===== config.mk =====
export PLATFORM = sky130hd
export DESIGN_NAME = hex_display_scanner
export DESIGN_NICKNAME = d
export VERILOG_FILES = /design/src/rtl/hex_display_scanner.sv
export SDC_FILE = /design/constraint.sdc
export NUM_CORES = 1
export LEC_CHECK = 0
export CAP_MARGIN = 40
export CELL_PAD_IN_SITES_DETAIL_PLACEMENT = 0
export CELL_PAD_IN_SITES_GLOBAL_PLACEMENT = 2
export CORE_MARGIN = 8
export CORE_UTILIZATION = 30
export CTS_CLUSTER_DIAMETER = 50
export CTS_CLUSTER_SIZE = 16
export DETAILED_ROUTE_END_ITERATION = 10
export PLACE_DENSITY = 0.71
export SLEW_MARGIN = 0
export SYNTH_ARGS = -nofsm -noshare
export SYNTH_HDL_FRONTEND = slang
export SYNTH_SLANG_ARGS = --single-unit

===== constraint.sdc =====
create_clock -name clk -period 5.26 [get_ports clk]
set_clock_uncertainty 0.2 [all_clocks]
set_input_delay 1.315 -clock clk [delete_from_list [all_inputs] [get_ports clk]]
set_output_delay 1.315 -clock clk [all_outputs]
set_load 0.03 [all_outputs]

===== src/rtl/hex_display_scanner.sv =====
// hex_display_scanner
//   Time-multiplexed hex display driver for processor debug boards. Shows one
//   page (NUM_DIGITS nibbles) of word_a or word_b, with optional leading-zero
//   blanking. Debounces a page-advance button and a single-step button; the
//   latter produces a one-cycle step_pulse.
// Ports
//   clk        system clock, all state on rising edge
//   reset      synchronous, active-high
//   word_a     debug word A (register value), shown when view_sel=1
//   word_b     debug word B (instruction), shown when view_sel=0
//   view_sel   word select
//   lz_blank   blank leading zero digits of the current page
//   page_btn   raw asynchronous page-advance button
//   step_btn   raw asynchronous single-step button
//   seg        segments [0:6] = a..g, active-low
//   anode      one-hot digit enable, polarity set by ACTIVE_LOW_AN
//   page       current page index
//   step_pulse one-cycle pulse per accepted step press
module hex_display_scanner #(
   parameter int NUM_DIGITS    = 4,
   parameter int WORD_W        = 32,
   parameter int REFRESH_DIV   = 50000,
   parameter int DEBOUNCE_CYC  = 500000,
   parameter int ACTIVE_LOW_AN = 1,
   parameter int PAGE_W        =
      (((WORD_W + 4*NUM_DIGITS - 1) / (4*NUM_DIGITS)) > 1) ?
      $clog2((WORD_W + 4*NUM_DIGITS - 1) / (4*NUM_DIGITS)) : 1
)(
   input  logic                  clk,
   input  logic                  reset,
   input  logic [WORD_W-1:0]     word_a,
   input  logic [WORD_W-1:0]     word_b,
   input  logic                  view_sel,
   input  logic                  lz_blank,
   input  logic                  page_btn,
   input  logic                  step_btn,
   output logic [0:6]            seg,
   output logic [NUM_DIGITS-1:0] anode,
   output logic [PAGE_W-1:0]     page,
   output logic                  step_pulse
);

   localparam int NUM_PAGES = (WORD_W + 4*NUM_DIGITS - 1) / (4*NUM_DIGITS);
   localparam int IDX_W     = (NUM_DIGITS > 1) ? $clog2(NUM_DIGITS) : 1;
   localparam int REF_W     = $clog2(REFRESH_DIV);
   localparam int DEB_W     = $clog2(DEBOUNCE_CYC);
   localparam int PAGE_BITS = 4 * NUM_DIGITS;
   // Word zero-padded to cover every page index PAGE_W can express.
   localparam int SPAN_W    = (1 << PAGE_W) * PAGE_BITS;
   localparam logic [NUM_DIGITS-1:0] AN_OFF = (ACTIVE_LOW_AN != 0) ? '1 : '0;

   // ---------------------------------------------------------------- buttons
   // Bit 0 = page button, bit 1 = step button.
   logic [1:0]       btn_raw;
   logic [1:0]       sync1;
   logic [1:0]       sync2;
   logic [1:0]       deb_lvl;
   logic [1:0]       deb_prev;
   logic [1:0]       btn_pulse;
   logic [DEB_W-1:0] deb_cnt [2];

   always_comb begin
      btn_raw = {step_btn, page_btn};
   end

   always_ff @(posedge clk) begin
      if (reset) begin
         sync1     <= '0;
         sync2     <= '0;
         deb_lvl   <= '0;
         deb_prev  <= '0;
         btn_pulse <= '0;
         for (int unsigned b = 0; b < 2; b++) begin
            deb_cnt[b] <= '0;
         end
      end else begin
         sync1     <= btn_raw;
         sync2     <= sync1;
         deb_prev  <= deb_lvl;
         btn_pulse <= deb_lvl & ~deb_prev;
         for (int unsigned b = 0; b < 2; b++) begin
            if (sync2[b] == deb_lvl[b]) begin
               deb_cnt[b] <= '0;
            end else if (deb_cnt[b] == DEB_W'(DEBOUNCE_CYC - 1)) begin
               deb_lvl[b] <= ~deb_lvl[b];
               deb_cnt[b] <= '0;
            end else begin
               deb_cnt[b] <= deb_cnt[b] + DEB_W'(1);
            end
         end
      end
   end

   always_comb begin
      step_pulse = btn_pulse[1];
   end

   // ------------------------------------------------------------------- page
   always_ff @(posedge clk) begin
      if (reset) begin
         page <= '0;
      end else if (btn_pulse[0]) begin
         if (page == PAGE_W'(NUM_PAGES - 1)) begin
            page <= '0;
         end else begin
            page <= page + PAGE_W'(1);
         end
      end
   end

   // ------------------------------------------------------------------- scan
   logic [REF_W-1:0] ref_cnt;
   logic [IDX_W-1:0] idx;

   always_ff @(posedge clk) begin
      if (reset) begin
         ref_cnt <= '0;
         idx     <= '0;
      end else if (ref_cnt == REF_W'(REFRESH_DIV - 1)) begin
         ref_cnt <= '0;
         if (idx == IDX_W'(NUM_DIGITS - 1)) begin
            idx <= '0;
         end else begin
            idx <= idx + IDX_W'(1);
         end
      end else begin
         ref_cnt <= ref_cnt + REF_W'(1);
      end
   end

   // ------------------------------------------------------- digit selection
   function automatic logic [0:6] hex7(input logic [3:0] n);
      logic [0:6] s;
      unique case (n)
         4'h0: s = 7'b0000001;
         4'h1: s = 7'b1001111;
         4'h2: s = 7'b0010010;
         4'h3: s = 7'b0000110;
         4'h4: s = 7'b1001100;
         4'h5: s = 7'b0100100;
         4'h6: s = 7'b0100000;
         4'h7: s = 7'b0001111;
         4'h8: s = 7'b0000000;
         4'h9: s = 7'b0000100;
         4'hA: s = 7'b0001000;
         4'hB: s = 7'b1100000;
         4'hC: s = 7'b0110001;
         4'hD: s = 7'b1000010;
         4'hE: s = 7'b0110000;
         default: s = 7'b0111000;
      endcase
      return s;
   endfunction

   logic [SPAN_W-1:0]     span;
   logic [PAGE_BITS-1:0]  page_nibs;
   logic [NUM_DIGITS-1:0] tail_zero;   // [i]: nibbles i..NUM_DIGITS-1 all zero
   logic                  zero_run;
   logic [3:0]            cur_nib;
   logic                  blank;
   logic [NUM_DIGITS-1:0] on;
   logic [0:6]            seg_nxt;
   logic [NUM_DIGITS-1:0] anode_nxt;

   always_comb begin
      span = '0;
      span[WORD_W-1:0] = view_sel ? word_a : word_b;
      page_nibs = span[page*PAGE_BITS +: PAGE_BITS];

      // Scan from the most significant digit down, accumulating all-zero runs.
      zero_run  = 1'b1;
      tail_zero = '0;
      for (int unsigned i = 0; i < NUM_DIGITS; i++) begin
         zero_run = zero_run & (page_nibs[4*(NUM_DIGITS-1-i) +: 4] == 4'h0);
         tail_zero[NUM_DIGITS-1-i] = zero_run;
      end

      cur_nib   = page_nibs[idx*4 +: 4];
      blank     = lz_blank && (idx != '0) && tail_zero[idx];
      on        = blank ? '0 : (NUM_DIGITS'(1) << idx);
      seg_nxt   = blank ? '1 : hex7(cur_nib);
      anode_nxt = (ACTIVE_LOW_AN != 0) ? ~on : on;
   end

   always_ff @(posedge clk) begin
      if (reset) begin
         seg   <= '1;
         anode <= AN_OFF;
      end else begin
         seg   <= seg_nxt;
         anode <= anode_nxt;
      end
   end

endmodule

==> results.py <==
metrics = {
    "floorplanning": {
        "die_w_um": 139,
        "initial_core_util_pct": 30.3,
        "ioPinCount": 83,
        "dieArea_um2": 19300,
        "rows": 45,
        "core_area_um2": 15000,
        "die_h_um": 139,
    },
    "worst_setup_path": {
        "ff2ff_path_depth": 8,
        "crit_family": "buffers and inverters",
        "path_class": "input pin to flop",
        "endpoint_kind": "flop",
        "rrSetupSlack_ns": 2.43,
        "cp_cell_sequence": "clkdlybuf4s50_1 -> buf_4 -> mux4_2 -> a22oi_1 -> nand2_1 -> inv_1 -> ha_1 -> nor2_1 -> a21oi_1 -> nand2_1 -> o21ai_2",
        "crit_buf_inv": 3,
        "cp_slowest_stage_delay_ns": 0.77,
        "r2r-start": "page",
        "timing.rr.end": "seg[0]",
        "slowest_stage": "clkdlybuf4s50_1",
        "arrival_ns": 4.12,
        "path_common_cell": "nand2_1",
        "cp-start-kind": "input pin",
        "cp.required_ns": 5.33,
        "crit_fanout": 15,
    },
    "timing": {
        "post-route-period-util_pct": 77.1,
        "setup-tns-final_ns": 0,
        "rsz0062_at_grt": "false",
        "hold_viol": 0,
        "finalSetupViolations": 0,
        "relSlewSlack_pct": 53.4,
        "drv_slew": 0,
        "fmax_ghz": 0.247,
        "layout_min_cycle_time_ns": 4.06,
        "worstMarginPinSlew_ns": 0.699,
    },
    "layout": {
        "stdcell_area_um2": 5980,
        "antenna_cells": 0,
        "nNetsFinal": 651,
        "drive_above_1_share_pct": 7.33,
        "syn2layout_area_growth_pct": 32.1,
    },
    "grt": {
        "grt_pass1_wl_um": 18200,
        "grt_max_degree": 20,
        "antenna_found_initial": 0,
        "grt.overflow.total": 0,
        "grt_pass1_vias": 3707,
        "grt_util_all_layers_pct": 11.6,
    },
    "clocking": {
        "clk_pin_slew_worst_paths_ns": 0.06,
        "cts_buffers": 9,
        "clk_path_buf_depth": 2,
        "cts_hold_buffers": 0,
        "cts_root_buf": "clkbuf_16",
        "post-cts-setup-buffer-count": 0,
        "cts_tree": "built",
        "cts.sinks": 78,
        "cts_max_level": 3,
        "clock_latency_ns": 0.34,
        "cts_resized": 0,
    },
    "power": {
        "switchingPower_mw": 0.341,
        "pwr-share-clk_pct": 43.1,
        "peakVddDrop_mv": 0.139,
        "power-per-cell-area_nw_per_um2": 256,
        "power.internal_mw": 1.19,
        "netSwitchingFraction_pct": 22.3,
        "p_seq_share_pct": 44.3,
        "p_leak_nw": 2.14,
        "power_frac_comb_pct": 12.6,
    },
    "worst_hold_path": {
        "hold_end": "btn_pulse[1]",
        "hp-class": "flop to flop",
        "min_from": "deb_prev[1]",
        "hold_depth": 1,
    },
    "logic_synthesis": {
        "synth-seq-cells": 78,
        "ys_warn_count": 0,
        "yosys.area.top_type": "edfxtp_1",
        "avgSynthCellArea_um2": 10.1,
        "synthCells": 450,
        "synth_cell_type_count": 51,
        "synthTopCellsByArea": "edfxtp_1 25%, dfxtp_1 18%, nor2_1 7.5%",
        "synth_area_um2": 4530,
        "synth_top_area_share_pct": 25.2,
        "seq_area_frac_synth_pct": 42.9,
    },
    "placed_design": {
        "gp_congestion": 0.803,
        "hpwl_um": 8550,
        "placed_area_um2": 5660,
        "port_buffers": 82,
    },
    "route": {
        "routed_wl_um": 10700,
        "vias_per_cell": 4.57,
        "remaining_drc_errors": 0,
        "ant_nets": 0,
        "drtIter0Drc": 144,
        "dr.pass1.iters": 4,
        "wl_per_cell_um": 14.1,
        "vias": 3475,
    },
    "status": {
        "status": "complete, no violations",
    },
    "run": {
        "maxCapViolations": 0,
    },
}
## power groups by stage
stage	Clock [mW]	Combinational, mW	Sequential, mW
floorplan	0	0.0957	0.697
global placement	0	0.193	0.690
detailed placement	0	0.193	0.690
CTS	0.687	0.194	0.677
global route	0.710	0.209	0.680
finish	0.660	0.192	0.677
## cells in the final DEF, fill, tap and decap left out, types with 5 or more instances in the layout
| cell type | Yosys | final |
|---|---|---|
| conb_1 | 1 | 38 |
| mux2i_1 | 15 | 15 |
| nor2_1 | 90 | 90 |
| dfxtp_1 | 40 | 40 |
| inv_1 | 16 | 16 |
| clkdlybuf4s50_1 | 0 | 82 |
| mux4_2 | 9 | 9 |
| edfxtp_1 | 38 | 38 |
| nor4_1 | 5 | 5 |
| ha_1 | 13 | 13 |
| nor2b_1 | 12 | 12 |
| xnor2_1 | 29 | 29 |
| nand4_1 | 8 | 8 |
| nand2_1 | 32 | 32 |
| clkbuf_16 | 0 | 10 |
| a21oi_1 | 6 | 6 |
| xor2_1 | 22 | 22 |
| nor3_1 | 13 | 13 |
| nand3_1 | 26 | 26 |
| mux4_1 | 5 | 5 |
## kinds of logic after synthesis
family | after synthesis | share of synthesized area, %
multiplexers | 34 | 12.5
buffers and inverters | 32 | 3.40
AND/OR/NAND/NOR | 210 | 21.8
adder cells (fa/ha/maj) | 13 | 3.59
XOR/XNOR | 51 | 9.86
other | 1 | 0.0828
flip-flops | 78 | 42.9
AO/OA/AOI/OAI | 31 | 5.91
## cell usage after synthesis (all sizes together)
master	count
or3	4
inv	16
a22oi	4
mux4	14
edfxtp	38
and3	3
nor4	6
o21ai	2
mux2	3
a211oi	4
nand2	32
nor4b	4
conb	1
a21oi	6
xor2	22
o311ai	2
clkbuf	6
a21boi	1
or2	3
o211ai	2
nand4	8
o41ai	1
nand3	26
mux2i	17
xnor2	29
o22a	1
a2111oi	3
a22o	1
a41oi	1
nand2b	2
buf	10
ha	13
a21o	1
nor2b	12
nor2	90
and4	2
or4b	1
and2	4
a31oi	1
o311a	1
nor3	13
dfxtp	40
## stage by stage
step | power [mW] | instances | hold WS [ns] | utilization (%) | setup slack [ns]
6_report | 1.53 | 761 | 0.178 | 39.9 | 1.20
5_1_grt | 1.60 | 761 | 0.191 | 39.9 | 0.975
4_1_cts | 1.56 | 761 | 0.178 | 39.9 | 1.18
3_5_place_dp | 0.883 | 745 | 0.179 | 37.8 | 0.827
3_3_place_gp | 0.883 | 745 | 0.174 | 37.8 | 0.860
2_1_floorplan | 0.793 | 487 | 0.167 | - | 1.68
## worst max-delay path by stage
| stage | slack (ns) | startpoint | cells after the start | to |
|---|---|---|---|---|
| global placement | 0.86 | view_sel | 11 | seg[0] |
| CTS | 1.18 | view_sel | 9 | seg[5] |
| finish | 1.20 | view_sel | 11 | seg[0] |
| floorplan | 1.68 | view_sel | 9 | seg[0] |
| detailed placement | 0.83 | view_sel | 9 | seg[5] |
| global route | 0.98 | view_sel | 11 | seg[0] |
## layer usage
| metal | up-vias | part of all wire (%) | GRT usage [%] | routed length [µm] |
|---|---|---|---|---|
| li1 | 1786 | - | - | - |
| met1 | 1593 | 47 | 14.1 | 5040 |
| met2 | 85 | 44 | 18.2 | 4710 |
| met3 | 11 | 7.6 | 4.72 | 814 |
| met4 | 0 | 1.5 | 4.33 | 161 |
| met5 | - | 0 | 0 | 0 |
## flip-flops by register name, indices dropped and copies added, names as in the netlist
name       count
anode          4
deb_lvl        2
sync2          2
deb_prev       2
page           1
seg            7
btn_pulse      2
deb_cnt       38
sync1          2
idx            2
ref_cnt       16
## final cells by class
type                    count  area, µm²
well taps                 188        235
repair buffers             86        851
flip-flops and latches     78       1940
inverters                  16       60.1
clock buffers              14        285
multi-input cells         377       2570
fillers                  1458       8990
clock inverters             2       36.3
(Power assumes the default switching activity.)
